File: config.mk
export PLATFORM = sky130hd
export DESIGN_NAME = zbuffer_pixel_writer_flat
export DESIGN_NICKNAME = d
export VERILOG_FILES = /design/src/rtl/zbuffer_pixel_writer_if.sv /design/src/rtl/zbuffer_pixel_writer.sv /design/src/flat_wrapper.sv
export SDC_FILE = /design/constraint.sdc
export NUM_CORES = 1
export LEC_CHECK = 0
export BUFFER_PORTS_ARGS = -buffer_cell sky130_fd_sc_hd__buf_2
export CAP_MARGIN = 20
export CORE_UTILIZATION = 53
export CTS_CLUSTER_DIAMETER = 100
export DETAILED_ROUTE_END_ITERATION = 12
export GPL_TIMING_DRIVEN = 0
export HOLD_SLACK_MARGIN = 0.03
export PLACE_DENSITY = 0.77
export SETUP_SLACK_MARGIN = 0.1
export SYNTH_ARGS = -nofsm -noshare
export SYNTH_HDL_FRONTEND = slang
export SYNTH_SLANG_ARGS = --single-unit
export TNS_END_PERCENT = 30
File: constraint.sdc
create_clock -name clk_i -period 4.4 [get_ports clk_i]
set_input_delay 0.44 -clock clk_i [delete_from_list [all_inputs] [get_ports clk_i]]
set_output_delay 0.44 -clock clk_i [all_outputs]
set_load 0.02 [all_outputs]
File: src/rtl/zbuffer_pixel_writer_if.sv
// Pixel-writer bus: plot/clear inputs from the span stage, z-buffer and framebuffer RAM ports, status.
// The writer connects through the slave view; whatever drives plots and models the RAMs uses master.
interface zbuffer_pixel_writer_if #(
    parameter int AW = 19
);
    logic          plot;
    logic [10:0]   x;
    logic [10:0]   y;
    logic [15:0]   z_in;
    logic [23:0]   color;
    logic          clear;
    logic          busy;
    logic          overflow;
    logic [AW-1:0] zb_addr;
    logic          zb_rd;
    logic [15:0]   zb_rdata;
    logic          zb_wr;
    logic [15:0]   zb_wdata;
    logic [AW-1:0] fb_addr;
    logic          fb_wr;
    logic [23:0]   fb_wdata;
    logic          drawn;
    logic          clear_done;

    modport slave (
        input  plot, x, y, z_in, color, clear, zb_rdata,
        output busy, overflow, zb_addr, zb_rd, zb_wr, zb_wdata,
               fb_addr, fb_wr, fb_wdata, drawn, clear_done
    );

    modport master (
        output plot, x, y, z_in, color, clear, zb_rdata,
        input  busy, overflow, zb_addr, zb_rd, zb_wr, zb_wdata,
               fb_addr, fb_wr, fb_wdata, drawn, clear_done
    );
endinterface

File: src/rtl/zbuffer_pixel_writer.sv
// Z-buffer pixel writer: queues plotted pixels, depth-tests each against the stored z and writes
// closer pixels to z-buffer and framebuffer; also sweeps the z-buffer to far depth on request.
//   state | meaning
//   IDLE  | pop next queued pixel, or start a pending clear once the queue is empty
//   RD    | z-buffer read issued for the current pixel
//   CMP   | stored depth available, compare with incoming z
//   WR    | write z and color for a pixel that passed
//   CLR   | write far depth to one address per cycle
module zbuffer_pixel_writer #(
    parameter int WIDTH      = 640,
    parameter int HEIGHT     = 480,
    parameter int FIFO_DEPTH = 4,
    parameter int AW         = 19
) (
    input  logic clk_i,
    input  logic reset_i,
    zbuffer_pixel_writer_if.slave bus
);
    localparam int CW = $clog2(FIFO_DEPTH);
    localparam int EW = 11 + 11 + 16 + 24;
    localparam logic [AW-1:0] LAST_ADDR = AW'(WIDTH * HEIGHT - 1);
    localparam logic [CW:0]   FIFO_FULL = (CW + 1)'(FIFO_DEPTH);

    typedef enum logic [2:0] {S_IDLE, S_RD, S_CMP, S_WR, S_CLR} state_t;

    state_t          state_q, state_d;
    logic [EW-1:0]   fifo_q [FIFO_DEPTH];
    logic [CW-1:0]   wr_ptr_q, rd_ptr_q;
    logic [CW:0]     count_q;
    logic [AW-1:0]   addr_q, addr_d;
    logic [15:0]     z_q, z_d;
    logic [23:0]     color_q, color_d;
    logic            clear_pending_q;
    logic            overflow_q;

    logic            fifo_empty, fifo_full, push, pop;
    logic [10:0]     head_x, head_y;
    logic [15:0]     head_z;
    logic [23:0]     head_color;
    logic            in_range;
    logic [AW-1:0]   pix_addr;
    logic            clr_last;

    assign fifo_empty = (count_q == '0);
    assign fifo_full  = (count_q == FIFO_FULL);
    // A full queue drops the plot even if a pop happens in the same cycle.
    assign push       = bus.plot && !fifo_full;

    assign {head_x, head_y, head_z, head_color} = fifo_q[rd_ptr_q];
    assign in_range = (32'(head_x) < 32'(WIDTH)) && (32'(head_y) < 32'(HEIGHT));
    assign pix_addr = AW'(head_y) * AW'(WIDTH) + AW'(head_x);
    assign clr_last = (state_q == S_CLR) && (addr_q == LAST_ADDR);

    always_comb begin
        state_d = state_q;
        addr_d  = addr_q;
        z_d     = z_q;
        color_d = color_q;
        pop     = 1'b0;
        case (state_q)
            S_IDLE: begin
                if (clear_pending_q && fifo_empty) begin
                    state_d = S_CLR;
                    addr_d  = '0;
                end else if (!fifo_empty) begin
                    pop = 1'b1;
                    if (in_range) begin
                        addr_d  = pix_addr;
                        z_d     = head_z;
                        color_d = head_color;
                        state_d = S_RD;
                    end
                end
            end
            S_RD:  state_d = S_CMP;
            S_CMP: state_d = (z_q < bus.zb_rdata) ? S_WR : S_IDLE;
            S_WR:  state_d = S_IDLE;
            S_CLR: begin
                if (clr_last) begin
                    state_d = S_IDLE;
                end else begin
                    addr_d = addr_q + 1'b1;
                end
            end
            default: state_d = S_IDLE;
        endcase
    end

    always_ff @(posedge clk_i) begin
        if (reset_i) begin
            state_q         <= S_IDLE;
            addr_q          <= '0;
            z_q             <= '0;
            color_q         <= '0;
            wr_ptr_q        <= '0;
            rd_ptr_q        <= '0;
            count_q         <= '0;
            clear_pending_q <= 1'b0;
            overflow_q      <= 1'b0;
        end else begin
            state_q <= state_d;
            addr_q  <= addr_d;
            z_q     <= z_d;
            color_q <= color_d;
            if (push) wr_ptr_q <= wr_ptr_q + 1'b1;
            if (pop)  rd_ptr_q <= rd_ptr_q + 1'b1;
            case ({push, pop})
                2'b10:   count_q <= count_q + 1'b1;
                2'b01:   count_q <= count_q - 1'b1;
                default: count_q <= count_q;
            endcase
            if (bus.plot && fifo_full) overflow_q <= 1'b1;
            if (clr_last) begin
                clear_pending_q <= 1'b0;
            end else if (bus.clear && state_q != S_CLR) begin
                clear_pending_q <= 1'b1;
            end
        end
    end

    always_ff @(posedge clk_i) begin
        if (push) fifo_q[wr_ptr_q] <= {bus.x, bus.y, bus.z_in, bus.color};
    end

    assign bus.busy       = (state_q != S_IDLE) || !fifo_empty || clear_pending_q;
    assign bus.overflow   = overflow_q;
    assign bus.zb_addr    = addr_q;
    assign bus.fb_addr    = addr_q;
    assign bus.zb_rd      = (state_q == S_RD);
    assign bus.zb_wr      = (state_q == S_WR) || (state_q == S_CLR);
    assign bus.fb_wr      = (state_q == S_WR);
    assign bus.drawn      = (state_q == S_WR);
    assign bus.clear_done = clr_last;
    assign bus.zb_wdata   = (state_q == S_CLR) ? 16'hFFFF : ((state_q == S_WR) ? z_q : 16'h0000);
    assign bus.fb_wdata   = (state_q == S_WR) ? color_q : 24'h000000;
endmodule

File: src/flat_wrapper.sv
// flat-port wrapper written by rule: the top's interface ports become plain ports
module zbuffer_pixel_writer_flat 
#(
    parameter int WIDTH      = 640,
    parameter int HEIGHT     = 480,
    parameter int FIFO_DEPTH = 4,
    parameter int AW         = 19
)
  (clk_i, reset_i, bus_plot, bus_x, bus_y, bus_z_in, bus_color, bus_clear, bus_zb_rdata, bus_busy, bus_overflow, bus_zb_addr, bus_zb_rd, bus_zb_wr, bus_zb_wdata, bus_fb_addr, bus_fb_wr, bus_fb_wdata, bus_drawn, bus_clear_done);
  zbuffer_pixel_writer_if #(.AW(AW)) bus_i ();
  input  logic clk_i;
  input  logic reset_i;
  input wire logic [$bits(bus_i.plot)-1:0] bus_plot;
  input wire logic [$bits(bus_i.x)-1:0] bus_x;
  input wire logic [$bits(bus_i.y)-1:0] bus_y;
  input wire logic [$bits(bus_i.z_in)-1:0] bus_z_in;
  input wire logic [$bits(bus_i.color)-1:0] bus_color;
  input wire logic [$bits(bus_i.clear)-1:0] bus_clear;
  input wire logic [$bits(bus_i.zb_rdata)-1:0] bus_zb_rdata;
  output wire logic [$bits(bus_i.busy)-1:0] bus_busy;
  output wire logic [$bits(bus_i.overflow)-1:0] bus_overflow;
  output wire logic [$bits(bus_i.zb_addr)-1:0] bus_zb_addr;
  output wire logic [$bits(bus_i.zb_rd)-1:0] bus_zb_rd;
  output wire logic [$bits(bus_i.zb_wr)-1:0] bus_zb_wr;
  output wire logic [$bits(bus_i.zb_wdata)-1:0] bus_zb_wdata;
  output wire logic [$bits(bus_i.fb_addr)-1:0] bus_fb_addr;
  output wire logic [$bits(bus_i.fb_wr)-1:0] bus_fb_wr;
  output wire logic [$bits(bus_i.fb_wdata)-1:0] bus_fb_wdata;
  output wire logic [$bits(bus_i.drawn)-1:0] bus_drawn;
  output wire logic [$bits(bus_i.clear_done)-1:0] bus_clear_done;
  assign bus_i.plot = bus_plot;
  assign bus_i.x = bus_x;
  assign bus_i.y = bus_y;
  assign bus_i.z_in = bus_z_in;
  assign bus_i.color = bus_color;
  assign bus_i.clear = bus_clear;
  assign bus_i.zb_rdata = bus_zb_rdata;
  assign bus_busy = bus_i.busy;
  assign bus_overflow = bus_i.overflow;
  assign bus_zb_addr = bus_i.zb_addr;
  assign bus_zb_rd = bus_i.zb_rd;
  assign bus_zb_wr = bus_i.zb_wr;
  assign bus_zb_wdata = bus_i.zb_wdata;
  assign bus_fb_addr = bus_i.fb_addr;
  assign bus_fb_wr = bus_i.fb_wr;
  assign bus_fb_wdata = bus_i.fb_wdata;
  assign bus_drawn = bus_i.drawn;
  assign bus_clear_done = bus_i.clear_done;
  zbuffer_pixel_writer #(.WIDTH(WIDTH), .HEIGHT(HEIGHT), .FIFO_DEPTH(FIFO_DEPTH), .AW(AW)) u_core (.clk_i(clk_i), .reset_i(reset_i), .bus(bus_i));
endmodule
==> summary.md <==
| Metric | Value |
|---|---|
| Status | `complete, no violations` |
| Hold Buf Count CTS | `0` |
| Port Buffers | `165` |
| Actual slew at the worst max-slew pin | `0.861 ns` |
| Vias in the first global route | `8,293` |
| Top post-synthesis cells by area | `edfxtp_1 54%, dfxtp_1 11%, mux4_2 10%` |
| Cells after DPL | `1,430` |
| Met3 Use GR | `3.96%` |
| Total of max-cap violations | `0` |
| Static leakage | `6.40 nW` |
| Worst-path clk slew | `0.06 ns` |
| Slowest CP cell | `mux4_2` |
| Worst Skew | `0.0163 ns` |
| Switching portion of total power | `33.6%` |
| Ys flop type | `edfxtp_1` |
| DR vias | `8,343` |
| EDFF count, synth | `248` |
| Ys async rst share | `0%` |
| Largest net degree at the start of global routing | `43` |
| Nets | `1,262` |
| Total grt overflow | `0` |
| Fin Hold WS | `0.0891 ns` |
| Critical path class | `register to register` |
| Tmin final | `4.05 ns` |
| Multi-input gate area | `0.00452 mm2` |
| Busiest metal layer after global routing | `met2` |
| Crit path capture type | `register` |
| Final period utilization | `92.2%` |
| DP Wirelength | `19.6 mm` |
| Net Switching | `3.41 mW` |
| HP Class | `primary input to register` |
| Cells after synthesis | `931` |
| Placed cell area | `0.0152 mm2` |
| Detailed Route Iter0 Violations | `667` |
| Top cell type by total area after synthesis | `edfxtp_1` |
| Fillers | `1,881` |
| Hold Startpoint | `bus_z_in[11]` |
| Clock share of power | `24.9%` |
| IO Pins | `167` |
| Mapped Avg Cell Area | `14.9 um2` |
| Synthesis-to-finish area growth | `17.0%` |
| Fraction of layout cells with a size suffix above 1 | `28.5%` |
| Worst slew margin | `42.2%` |
| Fin. max-slew vios | `0` |
| Worst path arrival time | `4.53 ns` |
| Yosys top cell area share | `53.8%` |
| CTS Buffer Depth | `3` |
| Post-synthesis sequential area ratio | `64.3%` |
| Reg2Reg Setup Slack | `0.35 ns` |
| Dpl ws | `-0.526 ns` |
| Flop pwr share | `37.8%` |
| Routed wire length | `28.9 mm` |
| Gr usage total | `21.8%` |
| Drt first pass iters | `5` |
| Num CTS Buffers | `31` |
| P_int | `6.73 mW` |
| Worst-Skew Late Latency | `0.57 ns` |
| Largest stage delay on the critical path | `0.59 ns` |
| Reg area | `0.00891 mm2` |
| Crit path max fanout | `8` |
| Non-Filler Instances | `1,489` |
| Mapped Area | `0.0138 mm2` |
| Placeable Area | `0.0254 mm2` |
| Total Power | `10.1 mW` |
| #FFs+latches synth | `321` |
| Die H | `164 um` |
| GR met2 Demand/Resource | `37.2%` |
| Initial Util | `54.5%` |
| Final RePlAce weighted congestion | `0.881` |
| Peak Freq | `0.247 GHz` |
| Synth cell types | `65` |
| DR DRC count | `0` |
| First-pass GRT wire length | `44.6 mm` |
| Initial antenna violation count | `3` |
| Site Rows | `58` |
| Power per cell area | `626 mW/mm2` |
| Drt via density | `5.60` |
| H-tree level count | `1` |
| Final ANT Viol Nets | `0` |
| Critical path required time | `4.88 ns` |
| Wire per inst | `19.4 um` |
| Crit-path cells | `buf_4 > buf_12 > mux4_2 > ha_1 > ha_1 > fa_1 > nand2b_1 > or3_1 > a311oi_2 > nand4_1 > o21ai_0 > nand3b_1 > a311oi_2` |
| Grt met1 use | `29.3%` |
| Worst IR drop on VDD | `0.360 mV` |
| Ys Warns | `0` |
| Combinational Power Share | `37.3%` |
| Die width | `164 um` |
| Post-Layout Inst Area | `0.0162 mm2` |
| Fin. Hold Viols | `0` |
| Synthesized net count | `1,058` |
| DIE AREA | `0.0268 mm2` |
| # diodes | `0` |
| CTS Root Cell | `clkbuf_16` |
| CTS tree | `done` |
| Clock Sink Count | `321` |
| Setup ws final | `0.345 ns` |
| Type of origin of the critical path | `register` |
| RSZ-0062 raised after global routing | `false` |
| Setup violators final | `0` |
==> kinds of logic after synthesis <==
| family | count (synthesis) | share of synthesized area (%) |
|---|---|---|
| flip-flops | 321 | 64.3 |
| adder cells (fa/ha/maj) | 45 | 4.23 |
| AND/OR/NAND/NOR | 256 | 9.02 |
| buffers and inverters | 87 | 3.12 |
| AO/OA/AOI/OAI | 99 | 4.99 |
| multiplexers | 102 | 13.0 |
| XOR/XNOR | 21 | 1.33 |
==> worst paths after layout <==
kind / endpoint / depth (start not counted)
max: u_core.bus.fb_addr[18] / 13
min: u_core.fifo_q[2][35] / 1
max reg2reg: u_core.bus.fb_addr[18] / 13
min reg2reg: u_core.bus.overflow / 2
==> final cells by class <==
type,count,area share (%)
sequential,321,55.0
multi-input combinational,523,27.9
timing repair buffer,173,5.82
clock buffer,43,5.13
tap,330,2.55
buffer,61,2.16
clock inverter,14,0.873
inverter,24,0.556
==> flip-flops by register name, summed over array words and instances (netlist names), named ones only <==
signal / flops
u_core.fifo_q: 248
u_core.clear_pending_q: 1
u_core.state_q: 3
u_core.count_q: 3
u_core.wr_ptr_q: 2
u_core.rd_ptr_q: 2
u_core.z_q: 16
u_core.bus.overflow: 1
u_core.color_q: 24
u_core.bus.fb_addr: 19
==> repair_timing <==
item	CTS	global route
gates cloned	0	0
endpoints found under the setup margin	6	4
pin swaps	0	1
gates resized for setup	1	4
buffers inserted	0	4
==> per-stage QoR <==
stage,TNS [ns],util (%)
floorplan,0,-
global placement,-1.86,59.4
detailed placement,-1.83,59.8
CTS,0,63.6
global route,0,63.8
finish,0,63.8
==> synth_stat cells, drive strengths merged (5+ instances only) <==
library cell and n:
a21o 10, a21oi 27, a221oi 7, and2 30, and3 5, buf 39, clkbuf 24, dfxtp 73
edfxtp 248, ha 42, inv 24, mux2i 40, mux4 62, nand2 64, nand2b 9, nand3 14
nand4 9, nor2 77, nor3 24, o21ai 19, o31ai 5, or3 5, xnor2 14, xor2 7
==> power groups by stage <==
| stage | Clock [mW] | Combinational [mW] | Sequential [mW] |
|---|---|---|---|
| global placement | 0 | 3.65 | 3.90 |
| floorplan | 0 | 2.76 | 3.90 |
| detailed placement | 0 | 3.73 | 3.89 |
| finish | 2.53 | 3.78 | 3.83 |
| CTS | 2.57 | 3.76 | 3.83 |
| global route | 2.67 | 4.15 | 3.87 |
==> per-layer routing <==
layer | share of wire [%] | wire length (um)
met5 | 0.093 | 27
met4 | 1.5 | 421
met3 | 6.0 | 1740
met2 | 50 | 14400
met1 | 43 | 12300
==> placed cells by master (no fill, tap or decap), types with 3 or more instances in the layout <==
| master | instances |
|---|---|
| a211o_1 | 3 |
| a211oi_1 | 3 |
| a21o_1 | 10 |
| a21oi_1 | 27 |
| a221oi_1 | 6 |
| a22oi_1 | 3 |
| a41oi_1 | 3 |
| and2_1 | 26 |
| and2_4 | 4 |
| and3_1 | 4 |
| buf_1 | 5 |
| buf_12 | 4 |
| buf_2 | 173 |
| buf_4 | 27 |
| clkbuf_1 | 34 |
| clkbuf_16 | 31 |
| clkinv_2 | 7 |
| clkinvlp_4 | 3 |
| dfxtp_1 | 73 |
| edfxtp_1 | 248 |
| fa_1 | 3 |
| ha_1 | 42 |
| inv_1 | 24 |
| mux2i_1 | 40 |
| mux4_2 | 62 |
| nand2_1 | 64 |
| nand2b_1 | 9 |
| nand3_1 | 14 |
| nand3b_1 | 3 |
| nand4_1 | 9 |
| nor2_1 | 76 |
| nor3_1 | 23 |
| o21ai_0 | 16 |
| o31ai_1 | 5 |
| or3_1 | 5 |
| or4_1 | 3 |
| xnor2_1 | 14 |
| xor2_1 | 7 |
==> worst max-delay path: cells and delay by family, from the launching register on <==
family                   cells  cell delay (ns)
buffers and inverters        2             0.36
AO/OA/AOI/OAI                3             0.85
multiplexers                 1             0.59
AND/OR/NAND/NOR              4             0.88
adder cells (fa/ha/maj)      3             1.00
flip-flops                   1             0.30
No activity file was read; power rests on OpenSTA's default activity.
